===== src/rtl/pico_ctrl_pkg.sv =====
// rtl/pico_ctrl_pkg.sv - shared types and constants for the picoMIPS run controller
package pico_ctrl_pkg;

    typedef enum logic [1:0] {
        IDLE    = 2'd0,
        RUN     = 2'd1,
        STEP    = 2'd2,
        STOPPED = 2'd3
    } run_state_t;

    localparam int INSTR_CNT_W = 16;

endpackage


===== src/rtl/pico_debounce.sv =====
// rtl/pico_debounce.sv - two-flop synchroniser followed by a persistence-counter debouncer
module pico_debounce #(
    parameter int DB_W = 16
) (
    input  logic clk,
    input  logic reset,
    input  logic din,
    output logic dout
);

    localparam logic [DB_W-1:0] DB_MAX = '1;

    logic            s1;
    logic            s2;
    logic [DB_W-1:0] cnt;

    // dout only follows s2 once it has differed for DB_MAX+1 consecutive cycles
    always_ff @(posedge clk) begin
        if (reset) begin
            s1   <= 1'b0;
            s2   <= 1'b0;
            cnt  <= '0;
            dout <= 1'b0;
        end else begin
            s1 <= din;
            s2 <= s1;
            if (s2 == dout) begin
                cnt <= '0;
            end else if (cnt == DB_MAX) begin
                dout <= s2;
                cnt  <= '0;
            end else begin
                cnt <= cnt + 1'b1;
            end
        end
    end

endmodule


===== src/rtl/pico_run_ctrl.sv =====
// rtl/pico_run_ctrl.sv - single-clock run/step/halt controller producing the core clock enable
module pico_run_ctrl
    import pico_ctrl_pkg::*;
#(
    parameter int PRE_W = 24,
    parameter int DB_W  = 16,
    parameter int XW    = 8
) (
    input  logic                   clk,
    input  logic                   reset,
    input  logic                   run_sw,
    input  logic                   step_btn,
    input  logic                   bstus_raw,
    input  logic [XW-1:0]          sw_raw,
    input  logic                   cpu_halt,
    output logic                   cpu_en,
    output logic                   bstus,
    output logic [XW-1:0]          x_out,
    output logic [1:0]             run_state,
    output logic [INSTR_CNT_W-1:0] instr_cnt
);

    localparam logic [PRE_W-1:0]       PRE_MAX = '1;
    localparam logic [INSTR_CNT_W-1:0] CNT_MAX = '1;

    logic                   db_run;
    logic                   db_step;
    logic                   db_step_q;
    logic                   step_rise;
    logic                   tick;
    logic                   en_d;
    logic [XW-1:0]          sw_s1;
    logic [XW-1:0]          sw_s2;
    logic [PRE_W-1:0]       pre_q;
    logic [PRE_W-1:0]       pre_d;
    logic [INSTR_CNT_W-1:0] cnt_q;
    run_state_t             state_q;
    run_state_t             state_d;

    pico_debounce #(.DB_W(DB_W)) u_db_run (
        .clk   (clk),
        .reset (reset),
        .din   (run_sw),
        .dout  (db_run)
    );

    pico_debounce #(.DB_W(DB_W)) u_db_step (
        .clk   (clk),
        .reset (reset),
        .din   (step_btn),
        .dout  (db_step)
    );

    pico_debounce #(.DB_W(DB_W)) u_db_bstus (
        .clk   (clk),
        .reset (reset),
        .din   (bstus_raw),
        .dout  (bstus)
    );

    assign step_rise = db_step & ~db_step_q;
    assign tick      = (pre_q == PRE_MAX);

    // halt outranks a run drop, which outranks a prescaler tick
    always_comb begin
        state_d = state_q;
        pre_d   = pre_q;
        en_d    = 1'b0;
        case (state_q)
            IDLE: begin
                if (cpu_halt) begin
                    state_d = STOPPED;
                end else if (db_run) begin
                    state_d = RUN;
                    pre_d   = '0;
                end else if (step_rise) begin
                    state_d = STEP;
                    en_d    = 1'b1;
                end
            end
            STEP: begin
                state_d = IDLE;
            end
            RUN: begin
                pre_d = pre_q + 1'b1;
                if (cpu_halt) begin
                    state_d = STOPPED;
                end else if (!db_run) begin
                    state_d = IDLE;
                end else if (tick) begin
                    en_d = 1'b1;
                end
            end
            STOPPED: begin
                if (!db_run && !cpu_halt) begin
                    state_d = IDLE;
                end
            end
            default: begin
                state_d = IDLE;
            end
        endcase
    end

    always_ff @(posedge clk) begin
        if (reset) begin
            state_q   <= IDLE;
            pre_q     <= '0;
            cpu_en    <= 1'b0;
            db_step_q <= 1'b0;
            sw_s1     <= '0;
            sw_s2     <= '0;
            x_out     <= '0;
            cnt_q     <= '0;
        end else begin
            state_q   <= state_d;
            pre_q     <= pre_d;
            cpu_en    <= en_d;
            db_step_q <= db_step;
            sw_s1     <= sw_raw;
            sw_s2     <= sw_s1;
            // switch data is held steady for the core while it executes
            if (state_q == IDLE || state_q == STOPPED) begin
                x_out <= sw_s2;
            end
            if (cpu_en && cnt_q != CNT_MAX) begin
                cnt_q <= cnt_q + 1'b1;
            end
        end
    end

    assign run_state = state_q;
    assign instr_cnt = cnt_q;

endmodule


===== config.mk =====
export PLATFORM = sky130hd
export DESIGN_NAME = pico_run_ctrl
export DESIGN_NICKNAME = d
export VERILOG_FILES = /design/src/rtl/pico_ctrl_pkg.sv /design/src/rtl/pico_debounce.sv /design/src/rtl/pico_run_ctrl.sv
export SDC_FILE = /design/constraint.sdc
export NUM_CORES = 1
export LEC_CHECK = 0
export ABC_CLOCK_PERIOD_IN_PS = 2500
export CORE_ASPECT_RATIO = 1.4
export CORE_MARGIN = 5
export CORE_UTILIZATION = 25
export DETAILED_ROUTE_END_ITERATION = 10
export SYNTH_ARGS = -nofsm -noshare
export SYNTH_HDL_FRONTEND = slang
export SYNTH_SLANG_ARGS = --single-unit

===== constraint.sdc =====
create_clock -name clk -period 2.5 [get_ports clk]
set_clock_uncertainty 0.2 [all_clocks]
set_input_delay 0.75 -clock clk [delete_from_list [all_inputs] [get_ports clk]]
set_output_delay 0.75 -clock clk [all_outputs]
set_load 0.05 [all_outputs]

# Yosys cells after proc, flatten, opt, wreduce, memory -nomap -nowiden
# Index checks and enable logic that the tools add are counted.
# word_totals
ff_bits,125
output_inout_bits,28
# classes
n_reduce_logical,15
bitwise,5
n_mux,17
add_sub_neg,5
n_eq_ne,16
# ops
operator,count
$add A16 B1 Y16 const B,4
$eq A16 B16 Y1 const B,3
$mux W24,2
$pmux W24 S2,1
$add A24 B1 Y24 const B,1
$eq A24 B24 Y1 const B,1
$ne A16 B16 Y1 const B,1
$mux W2,6
$reduce_or A3 Y1,3
$pmux W2 S4,1
$mux W1,6
$reduce_and A2 Y1,3
$reduce_and A3 Y1,2
$eq A2 B2 Y1 const B,2
$ne A2 B2 Y1 const B,2
$ne A4 B3 Y1 const B,1
$not A1 Y1,4
$eq A1 B1 Y1,3
$ne A3 B3 Y1 const B,1
$eq A2 B1 Y1 const B,1
$logic_and A1 B1 Y1,2
$logic_not A1 Y1,2
$logic_not A2 Y1,1
$ne A2 B1 Y1 const B,1
other kinds (4),4

# Logic depth before layout (Yosys ltp)
# logic_depth
ltp_word,6
depth_mapped,8
ltp_nobuf,6

# By module
# A second synthesis with hierarchy kept.
# hier_totals
cells_unflattened,575
hier_area_um2,5365.1
# modules_own_cells
mod,seq_area_each_um2,n_inst,area_each_um2,cells_each
pico_run_ctrl,1361.3,1,2887.8,317
pico_debounce,380.4,3,825.8,86

# Worst setup path after synthesis
# OpenSTA, ideal clock, no wires.
# synth_timing
path_type,reg2reg
from,"register state_q[0], in the netlist run_state[0]"
to,register pre_q[19]
setup_time_ps,71
path_slack_ps,100
arrival_ps,2130
synth_period_minus_slack_ps,2400
required_time_ps,2229
stages_incl_launch_ff,9
n_path_buf,2
cell_sequence,dfxtp_1 > inv_1 > ha_1 > nor2b_1 > buf_2 > o2111ai_2 > buf_2 > or3_1 > a21oi_1
# synth_via
elab_chain_len,3
word_cells_on_any_way,7
classes_between,eq/ne: 3; mux: 1; reduce/logical: 3
# synth_rtl
element,line,text
from (decl),pico_run_ctrl.sv:37,run_state_t state_q;
from (signal assigned),pico_run_ctrl.sv:116,state_q <= state_d;
$logic_not A2 Y1 / $eq A2 B1 Y1 (equally long branches),pico_run_ctrl.sv:69,case (state_q)
$ne A2 B1 Y1 (no source line) (tied with other cells),--,
$reduce_and A3 Y1 (no source line),--,
to (signal assigned),pico_run_ctrl.sv:117,pre_q <= pre_d;
to (decl),pico_run_ctrl.sv:34,logic [PRE_W-1:0] pre_q;
# Parallel ways exist; a longest one is shown, timed or not.
# A chain may end at the register's enable or synchronous reset.

# Worst setup path after layout
# layout_timing
from,register u_db_run.cnt[7]
to,register u_db_run.cnt[3]
# layout_via
elab_chain_len,2
# layout_rtl
element,line,text
from (decl),pico_debounce.sv:15,logic [DB_W-1:0] cnt;
from (signal assigned),pico_debounce.sv:33,cnt <= cnt + 1'b1;
$eq A16 B16 Y1,pico_debounce.sv:29,end else if (cnt == DB_MAX) begin
$reduce_or A3 Y1 (no source line),--,
# Every way passes these cells.

==> impl_metrics.json <==
{
  "clock_pin_transition_on_the_worst_setup_and_hold_timing_paths_ns": 0.05,
  "synth_sequential_area_ratio_pct": 46.7,
  "drive_gt1_share_pct": 13.5,
  "worstSetupEndpointType": "flop",
  "swShare_pct": 21.7,
  "timing_max_transition_violations_final": 0,
  "ir_worst_vdd_mv": 0.472,
  "antenna_left": 0,
  "cts_hold_repair.buffers": 0,
  "max_fo_critical_path": 14,
  "count_of_vias_placed_by_the_detailed_router": 4288,
  "timing.slew.headroom_pct": 31.7,
  "crit_path_cell_trace": "and4_1 > nand4_1 > o21bai_1 > nor2_1",
  "setup.worst_path.class": "reg -> reg",
  "grt_antenna_before_repair": 0,
  "place.detailed.hpwl_um": 8050,
  "yosysWarnings": 0,
  "postSynthCellCount": 596,
  "synth_nets": 618,
  "power_density_nw_per_um2": 725,
  "hold_class": "reg -> reg",
  "dpl-instance-area_um2": 6100,
  "post_synth.cell_area_avg_um2": 8.99,
  "cp-endpoint": "u_db_run.cnt[3]",
  "layout.cell_area.non_filler_um2": 6720,
  "grt-ovfl-total": 0,
  "startpoint_class": "flop",
  "tcrit_tclk_final_pct": 90.6,
  "core-area_um2": 21100,
  "numCtsBuffers": 17,
  "ios": 42,
  "postRouteWirelength_um": 11400,
  "areaGrowthSynthToFinish_pct": 25.4,
  "grt_usage_pct": 9.75,
  "r2r-end": "u_db_run.cnt[3]",
  "initial_utilization_pct": 25.4,
  "yosysUniqueCellTypes": 54,
  "rsz_0062_raised_after_global_routing": "no",
  "chipHeight_um": 183,
  "most_common_library_cell_in_the_layout_ignoring_fill_and_taps": "dfxtp_1",
  "global_route_wire_length_before_repair_um": 19300,
  "required_ns": 2.56,
  "layout_min_cycle_time_ns": 2.26,
  "timing_worst_slew_pin_value_ns": 1.02,
  "die-width_um": 134,
  "tritoncts_clock_tree": "done",
  "dr_pass1_iterations": 5,
  "power.share.clock_pct": 53.2,
  "postSynth.asyncResetShare_pct": 0,
  "fmaxAchievable_ghz": 0.442,
  "timing.critical_path.depth": 4,
  "finalWeightedCongestion": 0.764,
  "total_power_mw": 4.87,
  "commonest_cells_after_routing_fill_and_taps_aside": "dfxtp_1, nor2_1, buf_4",
  "worstSetupStartpoint": "u_db_run.cnt[7]",
  "holdWs_ns": 0.238,
  "setup_viol": 0,
  "p_leak_nw": 2.30,
  "antenna_diode_instance_count": 0,
  "p_int_mw": 3.81,
  "ctsHtreeMaxLevel": 4,
  "drcViolationCount": 0,
  "avgViaCountPerCell": 4.62,
  "fin_setup_tns_ns": 0,
  "grt_pass1_vias": 4151,
  "run_status": "completed",
  "cp.arrival_ns": 2.32,
  "report.final.hold_viol_count": 0,
  "clock-sinks": 125,
  "grt_start_max_net_pins": 56,
  "dp_slack_ns": -0.155,
  "synth_edf_count": 0,
  "max-clock-path-buffers": 2,
  "critical_path.top_delay_family": "compound AO/OA/AOI/OAI gates",
  "placement_rows": 63,
  "layout_setup_ws_ns": 0.235,
  "drt-wirelength-per-cell_um": 12.3,
  "power.sequential.fraction_pct": 41.9,
  "reg2reg_depth": 4,
  "initialDrtViolationCount": 179,
  "design.final.nets": 678,
  "reg2reg_slack_ns": 0.24,
  "synth.area.top_cells": "dfxtp_1, nor2_1, xnor2_1",
  "r2r-start": "u_db_run.cnt[7]",
  "cts.root.buffer_cell": "clkbuf_16",
  "dieArea_um2": 24500,
  "drv_cap": 0,
  "critical-path-slowest-cell": "o21bai_1",
  "port_buffers": 41,
  "share_comb_of_total_power_pct": 4.8,
  "total_switching_power_mw": 1.06,
  "insertion_delay_ns": 0.42,
  "netlist_area_um2": 5360,
  "postSynth.topFlopCell": "dfxtp_1",
  "seq_cells_post_synth": 125,
  "yosysTopAreaCellShare_pct": 46.7,
  "synth_top_area_cell": "dfxtp_1",
  "critPathBufInv": 0,
  "cpPeakStageDelay_ns": 0.86
}
==> logic make-up after synthesis <==
family                   count (synthesis)  share of synthesized area (%)
AO/OA/AOI/OAI                           97                           11.5
flip-flops                             125                           46.7
buffers and inverters                   37                           2.89
XOR/XNOR                                45                           7.35
adder cells (fa/ha/maj)                  8                           1.87
AND/OR/NAND/NOR                        273                           27.6
multiplexers                            11                           2.12
==> cells in the mapped netlist, types with 5 or more instances <==
| library cell | count |
|---|---|
| dfxtp_1 | 125 |
| nor2_1 | 69 |
| nand2_1 | 38 |
| a21oi_1 | 35 |
| nand3_1 | 27 |
| nor2b_1 | 27 |
| or3_1 | 25 |
| o21ai_0 | 24 |
| xnor2_1 | 24 |
| xor2_1 | 21 |
| inv_1 | 17 |
| nand4_1 | 16 |
| nor3_1 | 13 |
| or4_1 | 11 |
| and4_1 | 10 |
| clkbuf_1 | 10 |
| o31ai_1 | 10 |
| and3_1 | 8 |
| ha_1 | 8 |
| mux2i_1 | 8 |
| nor4_1 | 6 |
| and2_1 | 5 |
==> worst min path at each step <==
stage | startpoint | endpoint | slack (ns) | cells past startpoint
after floorplan | sw_s1[0] | sw_s2[0] | 0.21 | 1
after global placement | sw_s1[6] | sw_s2[6] | 0.22 | 1
after detailed placement | sw_s1[1] | sw_s2[1] | 0.22 | 1
after CTS | sw_s1[7] | sw_s2[7] | 0.24 | 1
after global routing | sw_s1[1] | sw_s2[1] | 0.25 | 1
final | sw_s1[7] | sw_s2[7] | 0.24 | 1
==> worst reg2reg max path, cell delays in order (launching register included) <==
cell	delay (ns)
dfxtp_1	0.43
and4_1	0.30
nand4_1	0.20
o21bai_1	0.86
nor2_1	0.12
==> power groups by stage <==
stage | sequential [mW] | clock (mW) | combinational [mW]
4_1_cts | 2.04 | 2.66 | 0.241
3_3_place_gp | 2.08 | 0 | 0.241
6_report | 2.04 | 2.59 | 0.236
3_5_place_dp | 2.09 | 0 | 0.241
2_1_floorplan | 2.12 | 0 | 0.117
5_1_grt | 2.04 | 2.75 | 0.258
==> layout make-up <==
cell class | instances | area (um^2)
Tap cell | 260 | 325
Multi-Input combinational cell | 434 | 2700
Fill cell | 2208 | 14400
Clock buffer | 22 | 494
Timing Repair Buffer | 60 | 494
Clock inverter | 9 | 133
Inverter | 18 | 67.6
Sequential cell | 125 | 2500
==> per-layer routing <==
layer / share of wire [%] / track usage [%]
met2: 48 / 16.7
met5: 0 / 0
met1: 46 / 10.9
met3: 3.7 / 2.74
met4: 2.6 / 5.39
==> stage by stage <==
stage	instances	util [%]
after floorplan	596	-
after global placement	897	28.9
after detailed placement	897	28.9
after CTS	928	31.8
after global routing	928	31.8
final	928	31.8
==> registers in the layout, indices dropped and copies added (netlist names) <==
register,flops
pre_q,24
instr_cnt,16
u_db_bstus.cnt,16
u_db_run.cnt,16
u_db_step.cnt,16
sw_s1,8
sw_s2,8
x_out,8
run_state,2
cpu_en,1
db_step_q,1
u_db_bstus.dout,1
u_db_bstus.s1,1
u_db_bstus.s2,1
u_db_run.dout,1
u_db_run.s1,1
u_db_run.s2,1
u_db_step.dout,1
u_db_step.s1,1
u_db_step.s2,1
==> what timing repair did <==
| item | in CTS | in global routing |
|---|---|---|
| gates resized for setup | 3 | 0 |
| setup endpoints to repair | 3 | 0 |
| setup buffers | 0 | 0 |
Power figures use the tool's default switching activity.
